--- src/rtl/pipeline_pkg.sv ---
// ---------------------------------------------------------------------------
// pipeline_pkg
// Shared definitions for the forwarding/hazard control slice.
//   DEFAULT_REG_ADDR_W : default register index width
//   SEL_*              : EX operand mux select encodings
//   reg_addr_t         : register index type used inside the tracking entries
//   track_entry_t      : {valid, dest, writes, is_load} for one pipeline stage
// ---------------------------------------------------------------------------
package pipeline_pkg;

   localparam int DEFAULT_REG_ADDR_W = 5;

   localparam logic [1:0] SEL_REGFILE = 2'b00;
   localparam logic [1:0] SEL_MEM     = 2'b01;
   localparam logic [1:0] SEL_WB      = 2'b10;

   typedef logic [DEFAULT_REG_ADDR_W-1:0] reg_addr_t;

   typedef struct packed {
      logic      valid;
      reg_addr_t dest;
      logic      writes;
      logic      is_load;
   } track_entry_t;

endpackage

--- src/rtl/forwarding_hazard_unit_if.sv ---
// ---------------------------------------------------------------------------
// forwarding_hazard_unit_if
// Bundles the ID-stage instruction description going into the hazard unit
// and the forwarding selects / stall information coming back out.
//   master : the pipeline side (drives ID fields and flush)
//   slave  : the forwarding/hazard unit (drives selects, stall, stall_count)
// ---------------------------------------------------------------------------
interface forwarding_hazard_unit_if
   import pipeline_pkg::*;
#(
   parameter int REG_ADDR_W  = DEFAULT_REG_ADDR_W,
   parameter int STALL_CNT_W = 16
);

   logic                   id_valid;
   logic [REG_ADDR_W-1:0]  id_src1;
   logic                   id_src1_used;
   logic [REG_ADDR_W-1:0]  id_src2;
   logic                   id_src2_used;
   logic [REG_ADDR_W-1:0]  id_store_src;
   logic                   id_is_store;
   logic [REG_ADDR_W-1:0]  id_dest;
   logic                   id_writes;
   logic                   id_is_load;
   logic                   flush;
   logic [1:0]             input1_select;
   logic [1:0]             input2_select;
   logic [1:0]             store_select;
   logic                   stall;
   logic [STALL_CNT_W-1:0] stall_count;

   modport master (
      output id_valid, id_src1, id_src1_used, id_src2, id_src2_used,
             id_store_src, id_is_store, id_dest, id_writes, id_is_load, flush,
      input  input1_select, input2_select, store_select, stall, stall_count
   );

   modport slave (
      input  id_valid, id_src1, id_src1_used, id_src2, id_src2_used,
             id_store_src, id_is_store, id_dest, id_writes, id_is_load, flush,
      output input1_select, input2_select, store_select, stall, stall_count
   );

endinterface

--- src/rtl/fwd_select_logic.sv ---
// ---------------------------------------------------------------------------
// fwd_select_logic
// Combinational comparator for one source operand against the in-flight
// EX and MEM producers.
//   used      : the operand is really read from the register file
//   src       : source register index
//   ex_entry  : producer that will be in MEM when the consumer executes
//   mem_entry : producer that will be in WB when the consumer executes
//   sel       : resulting EX mux select
// ---------------------------------------------------------------------------
module fwd_select_logic
   import pipeline_pkg::*;
(
   input  logic         used,
   input  reg_addr_t    src,
   input  track_entry_t ex_entry,
   input  track_entry_t mem_entry,
   output logic [1:0]   sel
);

   // A load in MEM has its data by WB, so its load flag does not matter here.
   logic unused_mem_load;
   assign unused_mem_load = mem_entry.is_load;

   // Nearest producer wins. A load sitting in EX cannot be forwarded from
   // MEM because its data is not ready yet; that case is the stall path.
   // Register 0 is hard-wired, so it never forwards.
   always_comb begin
      sel = SEL_REGFILE;
      if (used && (src != '0)) begin
         if (ex_entry.valid && ex_entry.writes && !ex_entry.is_load &&
             (ex_entry.dest == src)) begin
            sel = SEL_MEM;
         end else if (mem_entry.valid && mem_entry.writes &&
                      (mem_entry.dest == src)) begin
            sel = SEL_WB;
         end
      end
   end

endmodule

--- src/rtl/forwarding_hazard_unit.sv ---
// ---------------------------------------------------------------------------
// forwarding_hazard_unit
// Tracks destination registers of instructions in EX and MEM, produces the
// registered EX operand forwarding selects for the instruction leaving ID,
// raises a one-cycle load-use stall and counts stall cycles (saturating).
//   clock2   : pipeline clock, rising edge
//   reset_n  : asynchronous active-low reset
//   bus      : ID instruction fields, flush, selects, stall, stall_count
// REG_ADDR_W must not exceed pipeline_pkg::DEFAULT_REG_ADDR_W.
// ---------------------------------------------------------------------------
module forwarding_hazard_unit
   import pipeline_pkg::*;
#(
   parameter int REG_ADDR_W  = DEFAULT_REG_ADDR_W,
   parameter int STALL_CNT_W = 16
) (
   input logic                      clock2,
   input logic                      reset_n,
   forwarding_hazard_unit_if.slave  bus
);

   logic [REG_ADDR_W-1:0]  raw_src1, raw_src2, raw_store_src, raw_dest;
   reg_addr_t              src1, src2, store_src;
   track_entry_t           ex_entry, mem_entry, id_entry;
   logic [1:0]             sel1_next, sel2_next, store_sel_next;
   logic [1:0]             sel1_q, sel2_q, store_sel_q;
   logic [STALL_CNT_W-1:0] stall_count_q;
   logic                   src_match, stall_now, advance;

   assign raw_src1      = bus.id_src1;
   assign raw_src2      = bus.id_src2;
   assign raw_store_src = bus.id_store_src;
   assign raw_dest      = bus.id_dest;
   assign src1          = reg_addr_t'(raw_src1);
   assign src2          = reg_addr_t'(raw_src2);
   assign store_src     = reg_addr_t'(raw_store_src);

   // Load-use detection against the EX entry only: one bubble is enough
   // because the load reaches MEM next cycle and then forwards from WB.
   // Flush kills the ID instruction, so it overrides any stall.
   always_comb begin
      src_match = (bus.id_src1_used && (src1 == ex_entry.dest)) ||
                  (bus.id_src2_used && (src2 == ex_entry.dest)) ||
                  (bus.id_is_store  && (store_src == ex_entry.dest));
      stall_now = bus.id_valid && !bus.flush && ex_entry.valid &&
                  ex_entry.writes && ex_entry.is_load &&
                  (ex_entry.dest != '0) && src_match;
      advance   = bus.id_valid && !bus.flush && !stall_now;
      id_entry  = '{valid:   1'b1,
                    dest:    reg_addr_t'(raw_dest),
                    writes:  bus.id_writes,
                    is_load: bus.id_is_load};
   end

   fwd_select_logic u_sel1 (
      .used(bus.id_src1_used), .src(src1),
      .ex_entry(ex_entry), .mem_entry(mem_entry), .sel(sel1_next)
   );

   fwd_select_logic u_sel2 (
      .used(bus.id_src2_used), .src(src2),
      .ex_entry(ex_entry), .mem_entry(mem_entry), .sel(sel2_next)
   );

   fwd_select_logic u_store_sel (
      .used(bus.id_is_store), .src(store_src),
      .ex_entry(ex_entry), .mem_entry(mem_entry), .sel(store_sel_next)
   );

   // Tracking pipeline: EX shifts into MEM every edge; EX takes the ID
   // instruction only when it really advances, otherwise a bubble.
   always_ff @(posedge clock2 or negedge reset_n) begin
      if (!reset_n) begin
         ex_entry  <= '0;
         mem_entry <= '0;
      end else begin
         mem_entry <= ex_entry;
         ex_entry  <= advance ? id_entry : '0;
      end
   end

   // Selects are captured at the same edge the instruction enters EX, so
   // they line up with it; bubbles get register-file selects.
   always_ff @(posedge clock2 or negedge reset_n) begin
      if (!reset_n) begin
         sel1_q      <= SEL_REGFILE;
         sel2_q      <= SEL_REGFILE;
         store_sel_q <= SEL_REGFILE;
      end else begin
         sel1_q      <= advance ? sel1_next      : SEL_REGFILE;
         sel2_q      <= advance ? sel2_next      : SEL_REGFILE;
         store_sel_q <= advance ? store_sel_next : SEL_REGFILE;
      end
   end

   // Stall performance counter, holds at all-ones instead of wrapping.
   always_ff @(posedge clock2 or negedge reset_n) begin
      if (!reset_n) begin
         stall_count_q <= '0;
      end else if (stall_now && (stall_count_q != '1)) begin
         stall_count_q <= stall_count_q + STALL_CNT_W'(1);
      end
   end

   assign bus.input1_select = sel1_q;
   assign bus.input2_select = sel2_q;
   assign bus.store_select  = store_sel_q;
   assign bus.stall         = stall_now;
   assign bus.stall_count   = stall_count_q;

endmodule

--- src/flat_wrapper.sv ---
// flat-port wrapper written by rule: the top's interface ports become plain ports
module forwarding_hazard_unit_flat import pipeline_pkg::*;
#(
   parameter int REG_ADDR_W  = DEFAULT_REG_ADDR_W,
   parameter int STALL_CNT_W = 16
)
  (clock2, reset_n, bus_id_valid, bus_id_src1, bus_id_src1_used, bus_id_src2, bus_id_src2_used, bus_id_store_src, bus_id_is_store, bus_id_dest, bus_id_writes, bus_id_is_load, bus_flush, bus_input1_select, bus_input2_select, bus_store_select, bus_stall, bus_stall_count);
  forwarding_hazard_unit_if #(.REG_ADDR_W(REG_ADDR_W), .STALL_CNT_W(STALL_CNT_W)) bus_i ();
  input logic clock2;
  input logic reset_n;
  input wire logic [$bits(bus_i.id_valid)-1:0] bus_id_valid;
  input wire logic [$bits(bus_i.id_src1)-1:0] bus_id_src1;
  input wire logic [$bits(bus_i.id_src1_used)-1:0] bus_id_src1_used;
  input wire logic [$bits(bus_i.id_src2)-1:0] bus_id_src2;
  input wire logic [$bits(bus_i.id_src2_used)-1:0] bus_id_src2_used;
  input wire logic [$bits(bus_i.id_store_src)-1:0] bus_id_store_src;
  input wire logic [$bits(bus_i.id_is_store)-1:0] bus_id_is_store;
  input wire logic [$bits(bus_i.id_dest)-1:0] bus_id_dest;
  input wire logic [$bits(bus_i.id_writes)-1:0] bus_id_writes;
  input wire logic [$bits(bus_i.id_is_load)-1:0] bus_id_is_load;
  input wire logic [$bits(bus_i.flush)-1:0] bus_flush;
  output wire logic [$bits(bus_i.input1_select)-1:0] bus_input1_select;
  output wire logic [$bits(bus_i.input2_select)-1:0] bus_input2_select;
  output wire logic [$bits(bus_i.store_select)-1:0] bus_store_select;
  output wire logic [$bits(bus_i.stall)-1:0] bus_stall;
  output wire logic [$bits(bus_i.stall_count)-1:0] bus_stall_count;
  assign bus_i.id_valid = bus_id_valid;
  assign bus_i.id_src1 = bus_id_src1;
  assign bus_i.id_src1_used = bus_id_src1_used;
  assign bus_i.id_src2 = bus_id_src2;
  assign bus_i.id_src2_used = bus_id_src2_used;
  assign bus_i.id_store_src = bus_id_store_src;
  assign bus_i.id_is_store = bus_id_is_store;
  assign bus_i.id_dest = bus_id_dest;
  assign bus_i.id_writes = bus_id_writes;
  assign bus_i.id_is_load = bus_id_is_load;
  assign bus_i.flush = bus_flush;
  assign bus_input1_select = bus_i.input1_select;
  assign bus_input2_select = bus_i.input2_select;
  assign bus_store_select = bus_i.store_select;
  assign bus_stall = bus_i.stall;
  assign bus_stall_count = bus_i.stall_count;
  forwarding_hazard_unit #(.REG_ADDR_W(REG_ADDR_W), .STALL_CNT_W(STALL_CNT_W)) u_core (.clock2(clock2), .reset_n(reset_n), .bus(bus_i));
endmodule
--- config.mk ---
export PLATFORM = sky130hd
export DESIGN_NAME = forwarding_hazard_unit_flat
export DESIGN_NICKNAME = d
export VERILOG_FILES = /design/src/rtl/pipeline_pkg.sv /design/src/rtl/forwarding_hazard_unit_if.sv /design/src/rtl/fwd_select_logic.sv /design/src/rtl/forwarding_hazard_unit.sv /design/src/flat_wrapper.sv
export SDC_FILE = /design/constraint.sdc
export NUM_CORES = 1
export LEC_CHECK = 0
export CORE_ASPECT_RATIO = 1.1
export CORE_MARGIN = 2
export CORE_UTILIZATION = 52
export CTS_CLUSTER_SIZE = 24
export DETAILED_ROUTE_END_ITERATION = 16
export PLACE_DENSITY_LB_ADDON = 0.12
export SLEW_MARGIN = 10
export SYNTH_ARGS = -nofsm -noshare
export SYNTH_HDL_FRONTEND = slang
export SYNTH_HIERARCHICAL = 1
export SYNTH_SLANG_ARGS = --single-unit
--- constraint.sdc ---
create_clock -name clock2 -period 5.2 [get_ports clock2]
set_input_delay 0.52 -clock clock2 [delete_from_list [all_inputs] [get_ports clock2]]
set_output_delay 0.52 -clock clock2 [all_outputs]
set_load 0.005 [all_outputs]
==> flow_results.xml <==
<?xml version="1.0" encoding="UTF-8"?>
<metrics>
  <group name="placement">
    <metric name="gp_congestion" unit="">0.931</metric>
    <metric name="detailedPlacementHpwl" unit="um">3500</metric>
    <metric name="place.port_buffers" unit="">51</metric>
  </group>
  <group name="layout">
    <metric name="post_layout_utilization_of_the_core" unit="%">70.3</metric>
    <metric name="areaGrowthSynthToFinish" unit="%">30.5</metric>
    <metric name="antennaDiodeCount" unit="">0</metric>
    <metric name="multi_input_comb_area" unit="um^2">1130</metric>
    <metric name="fillCellCount" unit="">329</metric>
    <metric name="ff_latch_area" unit="um^2">926</metric>
    <metric name="layout-drive-gt1-share" unit="%">8.96</metric>
    <metric name="finalNetCount" unit="">297</metric>
  </group>
  <group name="timing">
    <metric name="tightest_slew_margin_relative_to_the_limit" unit="%">61.4</metric>
    <metric name="hold_viol" unit="">0</metric>
    <metric name="rsz_0062_raised_after_global_routing" unit="">no</metric>
    <metric name="worst-slew-pin-transition" unit="ns">0.575</metric>
    <metric name="slew_viol_final" unit="">0</metric>
    <metric name="fin_crit" unit="ns">3.07</metric>
    <metric name="report.final.setup_viol" unit="">0</metric>
    <metric name="clock.fmax" unit="GHz">0.326</metric>
    <metric name="post-route-period-util" unit="%">59.0</metric>
    <metric name="fin_tns_setup" unit="ns">0</metric>
    <metric name="fin_worst_skew" unit="ns">0.00507</metric>
  </group>
  <group name="grt">
    <metric name="maximum_number_of_pins_on_one_net_before_global_route_repair" unit="">38</metric>
    <metric name="antenna_found_initial" unit="">0</metric>
    <metric name="first_pass_grt_wire_length" unit="um">7590</metric>
    <metric name="grt_use_total" unit="%">21.6</metric>
    <metric name="grt_pass1_vias" unit="">1575</metric>
    <metric name="globalRouteOverflowTotal" unit="">0</metric>
  </group>
  <group name="detailed_routing">
    <metric name="wirelength_met1" unit="um">2000</metric>
    <metric name="met3_length" unit="um">320</metric>
    <metric name="vias_per_cell" unit="">5.53</metric>
    <metric name="drt-wirelength-per-cell" unit="um">15.2</metric>
    <metric name="ant_nets" unit="">0</metric>
    <metric name="top_layer" unit="">met4</metric>
    <metric name="wl_met2" unit="um">2470</metric>
    <metric name="drt_first_pass_iters" unit="">4</metric>
    <metric name="totalWireLength" unit="um">4850</metric>
    <metric name="vias" unit="">1768</metric>
    <metric name="drc" unit="">0</metric>
    <metric name="first_iter_violations" unit="">88</metric>
  </group>
  <group name="power">
    <metric name="switching_share_of_total_power" unit="%">25.1</metric>
    <metric name="vdd_ir_drop_max" unit="V">0.000141</metric>
    <metric name="power_density" unit="nW/um^2">205</metric>
    <metric name="cell_internal_pwr" unit="uW">424</metric>
    <metric name="comb_power_share" unit="%">12.8</metric>
    <metric name="part_of_the_power_in_registers" unit="%">53.2</metric>
    <metric name="clkPwrFrac" unit="%">34.0</metric>
    <metric name="switchingPower" unit="uW">142</metric>
    <metric name="leakagePower" unit="uW">0.00120</metric>
  </group>
  <group name="clocking">
    <metric name="cts-htree-levels" unit="">2</metric>
    <metric name="tritoncts.num_buffers" unit="">5</metric>
    <metric name="cts.repair_timing.setup_buffer_count" unit="">0</metric>
    <metric name="clk_root_buffer_cell" unit="">sky130_fd_sc_hd__clkbuf_8</metric>
    <metric name="tritoncts" unit="">yes</metric>
    <metric name="cts_hold_repair.buffers" unit="">0</metric>
    <metric name="cts.path.max_buffers" unit="">2</metric>
    <metric name="clk_transition_reported_paths" unit="ns">0.08</metric>
    <metric name="clk-insertion-delay-late" unit="ns">0.28</metric>
    <metric name="cts-resized-gates" unit="">0</metric>
    <metric name="clock_sink_count" unit="">37</metric>
  </group>
  <group name="die">
    <metric name="die_height" unit="um">71.0</metric>
    <metric name="placeableCoreArea" unit="um^2">3930</metric>
    <metric name="initial_core_util" unit="%">53.9</metric>
    <metric name="die_w" unit="um">64.9</metric>
    <metric name="die_area" unit="um^2">4600</metric>
    <metric name="fp-row-count" unit="">24</metric>
    <metric name="ioPinCount" unit="">52</metric>
  </group>
  <group name="worst_hold_path">
    <metric name="min-delay-path-class" unit="">reg -&gt; reg</metric>
  </group>
  <group name="status">
    <metric name="status" unit="">complete, no violations</metric>
  </group>
  <group name="synth">
    <metric name="synth.avg_cell_area" unit="um^2">10.1</metric>
    <metric name="post_synth_instance_area" unit="um^2">2120</metric>
    <metric name="yosysWarningCount" unit="">6</metric>
    <metric name="synth_nets" unit="">240</metric>
    <metric name="synthCells" unit="">210</metric>
  </group>
  <group name="worst_setup_path">
    <metric name="critPathKind" unit="">in -&gt; out</metric>
    <metric name="critPathRequiredTime" unit="ns">4.68</metric>
    <metric name="worstPathMaxFanout" unit="">17</metric>
    <metric name="worstPathArrival" unit="ns">2.55</metric>
    <metric name="worstSetupStartpointType" unit="">primary input</metric>
    <metric name="worstSetupEndpointType" unit="">output port</metric>
  </group>
  <group name="job">
    <metric name="max_cap_viol_count" unit="">0</metric>
  </group>
</metrics>
## layout by cell type (no fill, tap or decap), types with 8 or more instances in the layout
cell and n:
sky130_fd_sc_hd__and2_1 13, sky130_fd_sc_hd__clkdlybuf4s50_1 51, sky130_fd_sc_hd__dfrtp_1 37, sky130_fd_sc_hd__nand2_1 14
sky130_fd_sc_hd__nand4_1 10, sky130_fd_sc_hd__nor2_1 13, sky130_fd_sc_hd__nor3_1 8, sky130_fd_sc_hd__nor4_1 8
sky130_fd_sc_hd__xnor2_1 21, sky130_fd_sc_hd__xor2_1 28
## flip-flops by register name, indices dropped and copies added, names as in the netlist
signal,cells
u_core/bus.stall_count,16
u_core/bus.store_select,2
u_core/ex_entry,8
u_core/mem_entry,7
u_core/bus.input2_select,2
u_core/bus.input1_select,2
## metrics by stage
| stage | cell area, um^2 | hold slack [ns] | total power [uW] | setup WS, ns | instances |
|---|---|---|---|---|---|
| after detailed placement | 2680 | 0.441 | 379 | 2.14 | 312 |
| after floorplan | 2120 | 0.224 | 339 | 3.15 | 210 |
| after CTS | 2770 | 0.459 | 572 | 2.13 | 320 |
| after global placement | 2680 | 0.426 | 379 | 2.18 | 312 |
| final | 2770 | 0.456 | 566 | 2.13 | 320 |
| after global routing | 2770 | 0.480 | 593 | 1.99 | 320 |
## cell type report
cell class | count | share of cell area (%)
sequential | 37 | 33.5
clock buffer | 5 | 2.49
multi-input combinational | 160 | 40.7
inverter | 10 | 1.36
tap | 52 | 2.35
clock inverter | 3 | 0.633
timing repair buffer | 53 | 19.0
## per-layer routing
metal / up-vias / track usage (%)
li1: 851 / -
met1: 852 / 28.0
met2: 59 / 36.1
met3: 6 / 4.45
met4: 0 / 7.33
met5: - / 0
## power groups by stage
stage	Clock (uW)	Combinational, uW	Sequential (uW)
after detailed placement	0	72.3	307
after global routing	211	79.9	302
after global placement	0	71.7	307
after CTS	198	72.9	301
final	192	72.5	301
after floorplan	0	34.6	304
## path summary, 6_finish.rpt
| path | start | endpoint | slack, ns | depth (start not counted) |
|---|---|---|---|---|
| max | bus_id_src2[3] | bus_stall | 2.13 | 8 |
| min | u_core/ex_entry[1] | u_core/mem_entry[1] | 0.46 | 0 |
| max reg2reg | u_core/ex_entry[5] | u_core/bus.stall_count[1] | 2.89 | 7 |
| min reg2reg | u_core/ex_entry[1] | u_core/mem_entry[1] | 0.46 | 0 |
| max in group asynchronous | reset_n | u_core/mem_entry[5] | 4.21 | 2 |
| min in group asynchronous | reset_n | u_core/bus.input2_select[1] | 0.66 | 2 |
## critical path: stages
cell	delay, ns
sky130_fd_sc_hd__clkdlybuf4s50_1	0.51
sky130_fd_sc_hd__xor2_1	0.19
sky130_fd_sc_hd__nor4_1	0.29
sky130_fd_sc_hd__and3_1	0.21
sky130_fd_sc_hd__nor3_2	0.05
sky130_fd_sc_hd__buf_4	0.18
sky130_fd_sc_hd__nor2_1	0.09
sky130_fd_sc_hd__clkdlybuf4s50_1	0.51
No activity file was read; power rests on OpenSTA's default activity.
